## src/rtl/lynxTypes.sv

```systemverilog
// Types shared between the memory gateway and its controller: endpoint entry layout
// and the commit state machine encoding.
package lynxTypes;

  localparam int ADDR_W   = 48;
  localparam int RIGHTS_W = 2;

  // Packed layout gives [98] valid, [97:96] rights, [95:48] bound, [47:0] base.
  typedef struct packed {
    logic                valid;
    logic [RIGHTS_W-1:0] rights;
    logic [ADDR_W-1:0]   bound;
    logic [ADDR_W-1:0]   base;
  } ep_entry_t;

  localparam int ENTRY_W = $bits(ep_entry_t);

  typedef enum logic [2:0] {
    IDLE,
    HOLD,
    DRAIN,
    SWAP,
    DONE
  } gate_state_t;

  // An enabled entry whose base lies above its bound is stored but never marked valid.
  function automatic ep_entry_t make_entry(input logic                en,
                                           input logic [RIGHTS_W-1:0] rights,
                                           input logic [ADDR_W-1:0]   bound,
                                           input logic [ADDR_W-1:0]   base);
    ep_entry_t e;
    e.valid  = en && (base <= bound);
    e.rights = rights;
    e.bound  = bound;
    e.base   = base;
    return e;
  endfunction

endpackage

```

## src/rtl/gate_mem_inflight.sv

```systemverilog
// Outstanding-request counter behind the gateway, saturating at both ends with a
// sticky error flag for underflow/overflow attempts.
module gate_mem_inflight #(
  parameter int CNT_BITS = 16
) (
  input  logic aclk,
  input  logic areset,
  input  logic req_issue,
  input  logic req_done,
  input  logic err_clr,
  output logic drained,
  output logic cnt_err
);

  logic [CNT_BITS-1:0] count;
  logic [CNT_BITS-1:0] count_nxt;
  logic                err_evt;

  // Returns {error_event, next_count}; simultaneous issue and done cancel out.
  function automatic logic [CNT_BITS:0] sat_update(input logic [CNT_BITS-1:0] c,
                                                   input logic                inc,
                                                   input logic                dec);
    logic                err;
    logic [CNT_BITS-1:0] nxt;
    err = 1'b0;
    nxt = c;
    if (inc && !dec) begin
      if (&c) err = 1'b1;
      else    nxt = c + CNT_BITS'(1);
    end else if (dec && !inc) begin
      if (c == '0) err = 1'b1;
      else         nxt = c - CNT_BITS'(1);
    end
    return {err, nxt};
  endfunction

  always_comb begin
    {err_evt, count_nxt} = sat_update(count, req_issue, req_done);
  end

  // Looks at the post-update count so a drain can finish in the cycle the last done lands.
  assign drained = (count_nxt == '0);

  always_ff @(posedge aclk or posedge areset) begin
    if (areset) begin
      count   <= '0;
      cnt_err <= 1'b0;
    end else begin
      count   <= count_nxt;
      cnt_err <= err_evt | (cnt_err & ~err_clr);
    end
  end

endmodule

```

## src/rtl/gate_mem_ctrl.sv

```systemverilog
// Endpoint table controller: stages entries into a shadow table and publishes it
// atomically once the gateway has been held and all outstanding requests drained.
module gate_mem_ctrl
  import lynxTypes::*;
#(
  parameter int  N_ENDPOINTS   = 1,
  parameter int  DRAIN_TIMEOUT = 4096,
  parameter int  CNT_BITS      = 16,
  localparam int IDX_W         = (N_ENDPOINTS > 1) ? $clog2(N_ENDPOINTS) : 1
) (
  input  logic                           aclk,
  input  logic                           areset,
  input  logic                           cfg_valid,
  output logic                           cfg_ready,
  input  logic [IDX_W-1:0]               cfg_idx,
  input  logic [ADDR_W-1:0]              cfg_base,
  input  logic [ADDR_W-1:0]              cfg_bound,
  input  logic [RIGHTS_W-1:0]            cfg_rights,
  input  logic                           cfg_en,
  input  logic                           commit_valid,
  output logic                           commit_ready,
  input  logic                           req_issue,
  input  logic                           req_done,
  output logic                           gate_hold,
  output logic [ENTRY_W*N_ENDPOINTS-1:0] ep_ctrl,
  output logic                           busy,
  output logic                           commit_done,
  output logic                           commit_timeout,
  output logic                           cfg_err,
  output logic                           cnt_err,
  input  logic                           err_clr
);

  localparam int              TMR_W    = $clog2(DRAIN_TIMEOUT + 1);
  localparam logic [TMR_W-1:0] TMR_LAST = TMR_W'(DRAIN_TIMEOUT - 1);

  gate_state_t                    state, state_nxt;
  logic [TMR_W-1:0]               drain_tmr;
  logic [ENTRY_W*N_ENDPOINTS-1:0] shadow_tbl, active_tbl;
  logic                           drained, tbl_swap;
  logic                           cfg_hs, idx_bad, range_bad, cfg_err_set;
  int                             cfg_idx_int;
  ep_entry_t                      new_entry;

  gate_mem_inflight #(
    .CNT_BITS(CNT_BITS)
  ) u_inflight (
    .aclk     (aclk),
    .areset   (areset),
    .req_issue(req_issue),
    .req_done (req_done),
    .err_clr  (err_clr),
    .drained  (drained),
    .cnt_err  (cnt_err)
  );

  always_ff @(posedge aclk or posedge areset) begin
    if (areset) state <= IDLE;
    else        state <= state_nxt;
  end

  // Ready outputs are masked by areset so nothing handshakes while reset is held.
  always_comb begin
    state_nxt      = state;
    cfg_ready      = 1'b0;
    commit_ready   = 1'b0;
    gate_hold      = 1'b0;
    commit_done    = 1'b0;
    commit_timeout = 1'b0;
    tbl_swap       = 1'b0;
    busy           = (state != IDLE);
    case (state)
      IDLE: begin
        cfg_ready    = !areset;
        commit_ready = !areset && !cfg_valid;
        if (commit_valid && !areset && !cfg_valid) state_nxt = HOLD;
      end
      HOLD: begin
        gate_hold = 1'b1;
        state_nxt = DRAIN;
      end
      DRAIN: begin
        gate_hold = 1'b1;
        if (drained) begin
          state_nxt = SWAP;
        end else if (drain_tmr == TMR_LAST) begin
          commit_timeout = 1'b1;
          state_nxt      = IDLE;
        end
      end
      SWAP: begin
        gate_hold = 1'b1;
        tbl_swap  = 1'b1;
        state_nxt = DONE;
      end
      DONE: begin
        commit_done = 1'b1;
        state_nxt   = IDLE;
      end
      default: state_nxt = IDLE;
    endcase
  end

  always_ff @(posedge aclk or posedge areset) begin
    if (areset)               drain_tmr <= '0;
    else if (state == HOLD)   drain_tmr <= '0;
    else if (state == DRAIN)  drain_tmr <= drain_tmr + TMR_W'(1);
  end

  assign cfg_idx_int = int'(cfg_idx);
  assign cfg_hs      = cfg_valid && cfg_ready;
  assign idx_bad     = (cfg_idx_int >= N_ENDPOINTS);
  assign range_bad   = cfg_en && (cfg_base > cfg_bound);
  assign cfg_err_set = cfg_hs && (idx_bad || range_bad);
  assign new_entry   = make_entry(cfg_en, cfg_rights, cfg_bound, cfg_base);

  always_ff @(posedge aclk or posedge areset) begin
    if (areset) begin
      shadow_tbl <= '0;
    end else if (cfg_hs && !idx_bad) begin
      for (int i = 0; i < N_ENDPOINTS; i++) begin
        if (cfg_idx_int == i) shadow_tbl[i*ENTRY_W +: ENTRY_W] <= new_entry;
      end
    end
  end

  // The active table only moves on the SWAP edge, so a timeout or reset never exposes a partial copy.
  always_ff @(posedge aclk or posedge areset) begin
    if (areset)        active_tbl <= '0;
    else if (tbl_swap) active_tbl <= shadow_tbl;
  end

  assign ep_ctrl = active_tbl;

  always_ff @(posedge aclk or posedge areset) begin
    if (areset) cfg_err <= 1'b0;
    else        cfg_err <= cfg_err_set | (cfg_err & ~err_clr);
  end

endmodule

```

## config.mk

```make
export PLATFORM = sky130hd
export DESIGN_NAME = gate_mem_ctrl
export DESIGN_NICKNAME = d
export VERILOG_FILES = /design/src/rtl/lynxTypes.sv /design/src/rtl/gate_mem_inflight.sv /design/src/rtl/gate_mem_ctrl.sv
export SDC_FILE = /design/constraint.sdc
export NUM_CORES = 1
export LEC_CHECK = 0
export BUFFER_PORTS_ARGS = -buffer_cell sky130_fd_sc_hd__clkbuf_2
export CAP_MARGIN = 15
export CORE_UTILIZATION = 55
export CTS_BUF_LIST = sky130_fd_sc_hd__clkbuf_16
export DETAILED_ROUTE_END_ITERATION = 16
export PLACE_DENSITY = 0.86
export SLEW_MARGIN = 20
export SYNTH_ARGS = -nofsm -noshare
export SYNTH_HDL_FRONTEND = slang
export SYNTH_SLANG_ARGS = --single-unit
```

## constraint.sdc

```tcl
create_clock -name aclk -period 10.8 [get_ports aclk]
set_clock_uncertainty 0.2 [all_clocks]
set_input_delay 2.16 -clock aclk [delete_from_list [all_inputs] [get_ports aclk]]
set_output_delay 2.16 -clock aclk [all_outputs]
set_load 0.03 [all_outputs]
```

==> results of run 1 <==
[flip-flops by register name, summed over array words and instances, names as in the netlist]
name and cells:
u_inflight.count 16, ep_ctrl 99, state 3, shadow_tbl 99, cfg_err 1, u_inflight.cnt_err 1, drain_tmr 13
[synthesized netlist by cell type (4+ instances only)]
cell type	count
mux2i_1	4
nand4_1	18
nand3_1	18
nand2_1	368
dfrtp_1	232
or2_2	6
mux2_2	50
nor2b_1	6
nand2b_1	4
nor4_1	12
a21oi_1	17
buf_1	7
xnor2_1	7
nor2_1	23
a211oi_1	7
or4_1	5
and4_1	4
a21o_1	11
ha_1	51
nor3_1	9
o21ai_0	68
inv_1	55
clkbuf_1	38
buf_2	4
nand3b_1	6
or3_1	6
[through the flow]
stage	worst slack, ns	utilization	std cells	power (mW)
6_report	3.264	0.6779	1571	3.498
5_1_grt	3.098	0.6779	1571	3.701
4_1_cts	3.291	0.6748	1569	3.512
3_5_place_dp	3.301	0.6298	1523	2.621
3_3_place_gp	3.317	0.6298	1523	2.573
2_1_floorplan	2.079	-	1095	2.257
[power groups by stage]
| stage | clock network (mW) | registers [mW] | logic [mW] |
|---|---|---|---|
| after floorplan | 0 | 1.72 | 0.533 |
| after global placement | 0 | 1.47 | 1.10 |
| after detailed placement | 0 | 1.49 | 1.13 |
| after CTS | 0.894 | 1.48 | 1.14 |
| after global routing | 0.928 | 1.53 | 1.24 |
| final | 0.881 | 1.48 | 1.13 |
[worst max-delay path, stage by stage]
cell	delay (ns)
clkbuf_2	0.14
nand2b_1	0.26
nor4_1	0.63
a22o_1	0.25
a21oi_1	0.09
or4_1	0.56
or4_1	0.53
nor3_2	0.25
nor3_1	0.10
clkbuf_2	0.20
[area by class of cell]
| class | count | area share |
|---|---|---|
| flip-flops and latches | 232 | 0.4548 |
| multi-input cells | 756 | 0.3445 |
| repair buffers | 221 | 0.09164 |
| clock buffers | 25 | 0.04901 |
| well taps | 260 | 0.02548 |
| clock inverters | 21 | 0.01745 |
| inverters | 56 | 0.01715 |
[cells by family after synthesis]
group	synth area share
XOR/XNOR	0.007419
AO/OA/AOI/OAI	0.08597
AND/OR/NAND/NOR	0.2037
multiplexers	0.05676
adder cells (fa/ha/maj)	0.06006
buffers and inverters	0.03968
flip-flops	0.5464
[worst max-delay path by stage]
stage,startpoint,end,slack [ns]
global placement,req_issue,commit_timeout,3.32
floorplan,areset,cfg_err,2.08
global route,req_issue,commit_timeout,3.10
CTS,req_issue,commit_timeout,3.29
detailed placement,req_issue,commit_timeout,3.30
finish,req_issue,commit_timeout,3.26
[per-layer routing]
layer | vias up | routed length (microns) | GRT usage
li1 | 4081 | - | -
met1 | 4146 | 11110 | 0.3572
met2 | 282 | 12480 | 0.4368
met3 | 78 | 1682 | 0.05469
met4 | 0 | 1146 | 0.1270
met5 | - | 0 | 0
==> flow_metrics.tcl, run 1 <==
set metrics [dict create \
    yosysSeqAreaShare 0.5464 \
    leakagePower_nw 6.759 \
    antenna_cells 0 \
    final_common_cell "nand2_1" \
    postCtsSetupRepairBufs 0 \
    p_switching_mw 1.357 \
    cts_resized 0 \
    routabilityCongestion 0.8512 \
    syn_inst 1095 \
    placed_cell_area_sq_um 11860 \
    tightest_slew_ns 0.8790 \
    setup_viol 0 \
    grt_antenna_before_repair 0 \
    first_iter_violations 434 \
    design_area_sq_um 12770 \
    worstRegToRegCells 10 \
    drcViolationCount 0 \
    power.share.clock 0.252 \
    yosysWarnings 0 \
    internal_power_mw 2.141 \
    dieArea_sq_um 19880 \
    grt_max_degree 148 \
    fin_crit_sh 0.6978 \
    cts.path.max_buffers 3 \
    dieWidth_microns 141.0 \
    netlist_area_sq_um 10630 \
    htreeDepth 1 \
    worstReg2RegStart "u_inflight.count[1]" \
    grt_pass1_wl_microns 42590 \
    synthTopCellsByArea "dfrtp_1 55%, nand2_1 13%, ha_1 6.0%, mux2_2 5.3%, o21ai_0 3.2%" \
    min_to "ep_ctrl[33]" \
    syn_avg_cell_area_sq_um 9.703 \
    power_density_nw_per_um2 274.0 \
    ir_worst_vdd_mv 0.1692 \
    combPwrFrac 0.324 \
    rsz0062_at_grt "no" \
    criticalPathCategory "in -> out" \
    register_area_sq_um 5806 \
    synth_nets 1253 \
    swShare 0.3879 \
    die_height_microns 141.0 \
    maxCapViolCount 0 \
    fillers 1430 \
    rr_endpoint "state[1]" \
    synthArstFlopShare 1.000 \
    coreArea_sq_um 18830 \
    start_util 0.5643 \
    wl_per_cell_microns 16.81 \
    yosys.area.top_type "dfrtp_1" \
    slew_headroom 0.4127 \
    cp-start-kind "input pin" \
    status "complete, no violations" \
    layout_common_cells "368 x nand2_1, 232 x dfrtp_1, 213 x clkbuf_2" \
    fin_crit_ns 7.536 \
    port_buffers 213 \
    synthDistinctLibCells 62 \
    drt_pass1_iterations 5 \
    overflow 0 \
    vias 8587 \
    cts.sinks 232 \
    min_path_cells 2 \
    rows 50 \
    ys_seq_elements 232 \
    hold_viol_final 0 \
    endpoint_kind "primary output" \
    report.final.slew_viol_count 0 \
    dpl.hpwl_microns 18470 \
    nets 1450 \
    drive_gt1_frac 0.2487 \
    grt_pass1_vias 8468 \
    synth_ff_type "dfrtp_1" \
    multi_input_area_sq_um 4398 \
    drtAntennaViolNets 0 \
    globalRouteTotalUtil 0.2719 \
    clkSlewWorstSetupHoldPaths_ns 0.06 \
    cp.arrival_ns 5.18 \
    worst_skew_pair.late_latency_ns 0.53 \
    cts_inserted_buffers 25 \
    cts_tree "yes" \
    yosysTopAreaCellShare 0.5464 \
    fin_hold_ws_ns 0.2589 \
    area_growth_pct 20.15 \
    drt-total-wl_microns 26410 \
    setup_tns_ns 0 \
    cp_max_fo 8 \
    cts_root_buf "clkbuf_16" \
    hold_buffers 0 \
    viasPerCell 5.466 \
    hp-start "shadow_tbl[33]" \
    seq_power_share 0.424 \
    hp-class "reg -> reg" \
    max_freq_mhz 132.7 \
    synth_edf_count 0 \
    ios 214 \
    reg2reg_slack_ns 6.51 \
    critPathRequiredTime_ns 8.44 \
]
Power figures use the tool's default switching activity.
==> inputs of run 2 (changes only) <==
--- a/config.mk
+++ b/config.mk
@@ -5,12 +5,13 @@
 export SDC_FILE = /design/constraint.sdc
 export NUM_CORES = 1
 export LEC_CHECK = 0
+export ABC_AREA = 1
 export BUFFER_PORTS_ARGS = -buffer_cell sky130_fd_sc_hd__clkbuf_2
 export CAP_MARGIN = 15
-export CORE_UTILIZATION = 55
+export CORE_UTILIZATION = 50
 export CTS_BUF_LIST = sky130_fd_sc_hd__clkbuf_16
 export DETAILED_ROUTE_END_ITERATION = 16
-export PLACE_DENSITY = 0.86
+export PLACE_DENSITY = 0.82
 export SLEW_MARGIN = 20
 export SYNTH_ARGS = -nofsm -noshare
 export SYNTH_HDL_FRONTEND = slang
==> constraint.sdc (replaced) <==
create_clock -name aclk -period 6.6 [get_ports aclk]
set_clock_uncertainty 0.2 [all_clocks]
set_input_delay 1.32 -clock aclk [delete_from_list [all_inputs] [get_ports aclk]]
set_output_delay 1.32 -clock aclk [all_outputs]
set_load 0.03 [all_outputs]
==> flow_metrics.tcl, run 2 <==
set metrics [dict create \
    grt_pass1_vias 8904 \
    yosys.area.top_type "dfrtp_1" \
    port_buffers 213 \
    path_delay_family "simple AND/OR/NAND/NOR gates" \
    max_freq_mhz 200.3 \
    synthTopCellsByArea "dfrtp_1 52%, nand2_1 21%, ha_1 5.7%, inv_1 3.9%, o21ai_0 3.7%" \
    cp_max_fo 17 \
    yosysSeqAreaShare 0.5207 \
    synth_edf_count 0 \
    yosys.area_share.adder 0.05723 \
    ir_worst_vdd_mv 0.2324 \
    clkSlewWorstSetupHoldPaths_ns 0.06 \
    antenna_cells 0 \
    drt_pass1_iterations 5 \
    seq_power_share 0.393 \
    internal_power_mw 3.740 \
    globalRouteTotalUtil 0.2430 \
    tightest_slew_ns 0.9327 \
    postCtsSetupRepairBufs 0 \
    layout_common_cells "613 x nand2_1, 232 x dfrtp_1, 213 x clkbuf_2" \
    drcViolationCount 0 \
    combPwrFrac 0.355 \
    hold_viol_final 0 \
    dieWidth_microns 151.3 \
    synth_top_family_by_area "simple AND/OR/NAND/NOR gates" \
    nets 1723 \
    htreeDepth 1 \
    dp.cells 1818 \
    cts_resized 0 \
    synth_most_common_cell "nand2_1" \
    routabilityCongestion 0.8604 \
    start_util 0.5109 \
    viasPerCell 5.029 \
    fin_crit_sh 0.7563 \
    overflow 0 \
    synth_ff_type "dfrtp_1" \
    path_buf_inv 4 \
    vias 9374 \
    critPathMaxStageDelay_ns 0.64 \
    synthDistinctLibCells 34 \
    syn_avg_cell_area_sq_um 8.168 \
    path_depth 13 \
    endpoint "commit_timeout" \
    grt_max_degree 93 \
    final_common_cell "nand2_1" \
    yosysTopAreaCellShare 0.5207 \
    worstRegToRegCells 12 \
    fin_crit_ns 4.991 \
    first_iter_violations 439 \
    synth_compound_area_frac 0.05723 \
    worstReg2RegStart "state[0]" \
    maxCapViolCount 0 \
    dieArea_sq_um 22900 \
    synth_nets 1523 \
    cts_tree "yes" \
    fin_cells 1864 \
    power_density_nw_per_um2 476.1 \
    dpl.hpwl_microns 19100 \
    cts.sinks 232 \
    critPathRequiredTime_ns 5.08 \
    yosys.area_share.xor_xnor 0.007070 \
    hp-class "reg -> reg" \
    p_switching_mw 2.625 \
    cp.arrival_ns 3.47 \
    drive_gt1_frac 0.2020 \
    grt_antenna_before_repair 0 \
    status "complete, no violations" \
    synth-simple-area-share 0.2960 \
    cts_root_buf "clkbuf_16" \
    yosysWarnings 0 \
    cts_inserted_buffers 25 \
    crit_start "req_issue" \
    drt-total-wl_microns 27490 \
    syn_inst 1365 \
    cp_cell_sequence "clkbuf_2 > inv_1 > nor2_2 > inv_1 > nand2_1 > nand2_2 > nor2_2 > nand3_2 > nor2_4 > nand2_2 > nand2_1 > nor2_1 > clkbuf_2" \
    reg2reg_slack_ns 3.25 \
    report.final.slew_viol_count 0 \
    leakagePower_nw 7.572 \
    die_height_microns 151.3 \
    slew_headroom 0.3782 \
    drtAntennaViolNets 0 \
    area_growth_pct 19.92 \
    worst_skew_pair.late_latency_ns 0.53 \
    muxShareOfSynthArea 0.0008978 \
    cp-start-kind "input pin" \
    swShare 0.4124 \
    rsz0062_at_grt "no" \
    wl_per_cell_microns 14.75 \
    setup_tns_ns 0 \
    coreArea_sq_um 21820 \
    grt_pass1_wl_microns 44170 \
    rows 54 \
    hold_buffers 0 \
    synth_top_cells_by_count "613 x nand2_1, 232 x dfrtp_1, 117 x inv_1, 82 x o21ai_0, 51 x ha_1" \
    setup_viol 0 \
    ios 214 \
    rr_endpoint "shadow_tbl[73]" \
    endpoint_kind "primary output" \
    ys_seq_elements 232 \
    netlist_area_sq_um 11150 \
    cp_slowest_cell "nor2_2" \
    synthArstFlopShare 1.000 \
    criticalPathCategory "in -> out" \
    total_power_mw 6.365 \
    power.share.clock 0.252 \
    cts.path.max_buffers 3 \
]
run 2: worst min-delay path by stage:
stage                         startpoint        endpoint  slack [ns]  depth (start not counted)
final                     shadow_tbl[48]     ep_ctrl[48]        0.27                          2
after CTS                 shadow_tbl[32]     ep_ctrl[32]        0.27                          2
after detailed placement     ep_ctrl[32]     ep_ctrl[32]        0.26                          2
after global placement       ep_ctrl[44]     ep_ctrl[44]        0.25                          2
after global routing         ep_ctrl[32]     ep_ctrl[32]        0.28                          2
after floorplan           shadow_tbl[10]  shadow_tbl[10]        0.24                          2
run 2: layer usage:
layer,share of wire,GRT usage,up-vias,routed length [microns]
met5,0,0,-,0
met2,0.49,0.3973,275,13410
li1,-,-,4673,-
met4,0.023,0.07500,0,623
met1,0.43,0.3277,4376,11880
met3,0.057,0.04367,50,1567
run 2: logic make-up (layout without fill, tap and decap cells):
group	Yosys count	count (layout)
AND/OR/NAND/NOR	778	778
flip-flops	232	232
buffers and inverters	170	389
AO/OA/AOI/OAI	124	124
adder cells (fa/ha/maj)	51	51
XOR/XNOR	9	9
multiplexers	1	1
run 2: power groups by stage:
| stage | sequential (mW) | clock (mW) | combinational, mW |
|---|---|---|---|
| CTS | 2.49 | 1.63 | 2.28 |
| global route | 2.58 | 1.68 | 2.53 |
| global placement | 2.49 | 0 | 2.21 |
| floorplan | 3.00 | 0 | 1.08 |
| finish | 2.50 | 1.60 | 2.26 |
| detailed placement | 2.51 | 0 | 2.28 |
run 2: stage by stage:
step	hold WS [ns]	area [sq um]	setup WS, ns	util
after floorplan	0.2422	11150	1.356	-
after global placement	0.2518	12420	1.645	0.5692
after detailed placement	0.2573	12420	1.586	0.5692
after CTS	0.2694	13370	1.600	0.6125
after global routing	0.2839	13370	1.446	0.6127
final	0.2678	13370	1.609	0.6127
run 2: worst reg2reg max path, stage by stage (launching register included):
cell     delay (ns)
dfrtp_1        0.39
nor2_1         0.14
inv_1          0.07
nor2_1         0.14
inv_1          0.12
nor2_1         0.14
nand2_1        0.12
nor2_4         0.08
buf_4          0.52
inv_4          0.45
buf_4          0.48
nand2_1        0.21
o21ai_0        0.12
run 2: area by class of cell:
cell class                      count  area (sq um)
Fill cell                        1904          8453
Clock buffer                       25         625.6
Tap cell                          280         350.3
Clock inverter                     21         319.1
Multi-Input combinational cell    963          4671
Sequential cell                   232          5806
Timing Repair Buffer              222          1137
Inverter                          121         461.7
==> inputs of run 3 (changes only) <==
--- a/config.mk
+++ b/config.mk
@@ -5,13 +5,13 @@
 export SDC_FILE = /design/constraint.sdc
 export NUM_CORES = 1
 export LEC_CHECK = 0
-export ABC_AREA = 1
+export ABC_AREA = 0
 export BUFFER_PORTS_ARGS = -buffer_cell sky130_fd_sc_hd__clkbuf_2
 export CAP_MARGIN = 15
-export CORE_UTILIZATION = 50
+export CORE_UTILIZATION = 55
 export CTS_BUF_LIST = sky130_fd_sc_hd__clkbuf_16
 export DETAILED_ROUTE_END_ITERATION = 16
-export PLACE_DENSITY = 0.82
+export PLACE_DENSITY = 0.86
 export SLEW_MARGIN = 20
 export SYNTH_ARGS = -nofsm -noshare
 export SYNTH_HDL_FRONTEND = slang
==> constraint.sdc (replaced) <==
create_clock -name aclk -period 4.8 [get_ports aclk]
set_clock_uncertainty 0.2 [all_clocks]
set_input_delay 0.96 -clock aclk [delete_from_list [all_inputs] [get_ports aclk]]
set_output_delay 0.96 -clock aclk [all_outputs]
set_load 0.03 [all_outputs]
==> flow_metrics.tcl, run 3 (synthesized netlist as in run 1, its figures left out) <==
set metrics [dict create \
    dp_slack_ns 0.06528 \
    leakagePower_nw 6.885 \
    clkSlewWorstSetupHoldPaths_ns 0.06 \
    die_height_microns 141.0 \
    cts_tree "yes" \
    endpoint_kind "primary output" \
    fin_crit_sh 1.041 \
    htreeDepth 1 \
    met1_usage 0.3532 \
    violations "setup timing" \
    drive_gt1_frac 0.2688 \
    wl_per_cell_microns 16.74 \
    total_power_mw 7.862 \
    cpMostUsedCell "or4_4" \
    slew_headroom 0.2597 \
    cp-start-kind "register" \
    drt-total-wl_microns 26840 \
    worst_slack_ns -0.1976 \
    routabilityCongestion 0.8830 \
    cts_root_buf "clkbuf_16" \
    grt_pass1_vias 8848 \
    rows 50 \
    report.final.slew_viol_count 0 \
    dp.cells 1551 \
    cts_inserted_buffers 25 \
    p_switching_mw 3.085 \
    cp_max_fo 4 \
    layout_common_cells "368 x nand2_1, 232 x dfrtp_1, 212 x clkbuf_2" \
    cp.arrival_ns 3.84 \
    grt_antenna_before_repair 0 \
    cts.path.max_buffers 3 \
    combPwrFrac 0.355 \
    cts.sinks 232 \
    start_util 0.5643 \
    viasPerCell 5.357 \
    drt_pass1_iterations 5 \
    setup_viol 1 \
    swShare 0.3924 \
    path_buf_inv 2 \
    cp_slowest_cell "or4_4" \
    tightest_slew_ns 1.110 \
    setup_tns_ns -0.1976 \
    grtUsageMet2 0.4664 \
    maxCapViolCount 0 \
    drtAntennaViolNets 0 \
    seq_power_share 0.418 \
    grt_pass1_wl_microns 43800 \
    ios 214 \
    busiest_layer "met2" \
    fin_cells 1603 \
    status "complete, but fails checks" \
    dpl.hpwl_microns 18720 \
    grt_max_degree 127 \
    globalRouteTotalUtil 0.2792 \
    first_iter_violations 366 \
    internal_power_mw 4.777 \
    power.share.clock 0.227 \
    overflow 0 \
    drcViolationCount 0 \
    critPathRequiredTime_ns 3.64 \
    cp_cell_sequence "inv_2 > ha_4 > or4b_4 > o41ai_4 > o21ai_1 > xnor2_1 > or4_4 > or4_4 > nor3_4 > nor3_2 > buf_4" \
    max_freq_mhz 200.1 \
    ir_worst_vdd_mv 0.3562 \
    hold_buffers 0 \
    fillers 1464 \
    criticalPathCategory "reg -> out" \
    worst_skew_pair.late_latency_ns 0.53 \
    final_common_cell "nand2_1" \
    dieArea_sq_um 19880 \
    vias 8587 \
    nets 1483 \
    critPathMaxStageDelay_ns 0.52 \
    met3_usage 0.05435 \
    path_delay_family "simple AND/OR/NAND/NOR gates" \
    power_density_nw_per_um2 607.1 \
    dieWidth_microns 141.0 \
    antenna_cells 0 \
    hold_viol_final 0 \
    coreArea_sq_um 18830 \
    hp-class "reg -> reg" \
    fin_crit_ns 4.998 \
    port_buffers 213 \
    area_growth_pct 21.87 \
    rsz0062_at_grt "yes" \
]
## run 3: cell type report
type,instances,area [sq um],area share
inverters,56,215.2,0.01662
clock buffers,25,625.6,0.04831
clock inverters,20,126.4,0.009759
flip-flops and latches,232,5806,0.4484
repair buffers,254,1389,0.1073
multi-input cells,756,4462,0.3446
well taps,260,325.3,0.02512
## run 3: worst paths after layout
path | startpoint | cells after the start | slack, ns | end
setup / recovery | u_inflight.count[1] | 11 | -0.20 | commit_timeout
hold / removal | shadow_tbl[46] | 2 | 0.26 | ep_ctrl[46]
setup reg to reg | u_inflight.count[1] | 11 | 1.15 | state[1]
hold reg to reg | shadow_tbl[46] | 2 | 0.26 | ep_ctrl[46]
max in group asynchronous | areset | 3 | 3.06 | shadow_tbl[87]
min in group asynchronous | areset | 2 | 0.30 | ep_ctrl[16]
## run 3: repair_timing
action	CTS	global route
gates cloned	0	0
buffers inserted	5	2
pin swaps	8	3
setup endpoints to repair	1	1
resized for setup	10	7
## run 3: tightest hold or removal path, cell delays in order, from the launching register on
cell and delay (ns):
dfrtp_1 0.33, nand2_1 0.05, nand2_1 0.05
## run 3: stage by stage
stage	util	hold slack [ns]	instance area (sq um)
final	0.6876	0.2586	12950
after global routing	0.6876	0.2810	12950
after CTS	0.6851	0.2607	12900
after detailed placement	0.6414	0.2470	12080
after global placement	0.6414	0.2396	12080
after floorplan	-	0.2331	10630
## run 3: layer usage
metal	vias to the layer above	part of all wire	wire, microns
li1	4137	-	-
met1	4114	0.42	11170
met2	269	0.48	12960
met4	0	0.041	1105
met5	-	0	0
met3	67	0.059	1595
## run 3: power groups by stage
| stage | clock network [mW] | registers (mW) | logic [mW] |
|---|---|---|---|
| 2_1_floorplan | 0 | 3.88 | 1.20 |
| 3_5_place_dp | 0 | 3.30 | 2.71 |
| 6_report | 1.78 | 3.28 | 2.79 |
| 4_1_cts | 1.81 | 3.28 | 2.78 |
| 3_3_place_gp | 0 | 3.25 | 2.65 |
| 5_1_grt | 1.89 | 3.39 | 3.04 |
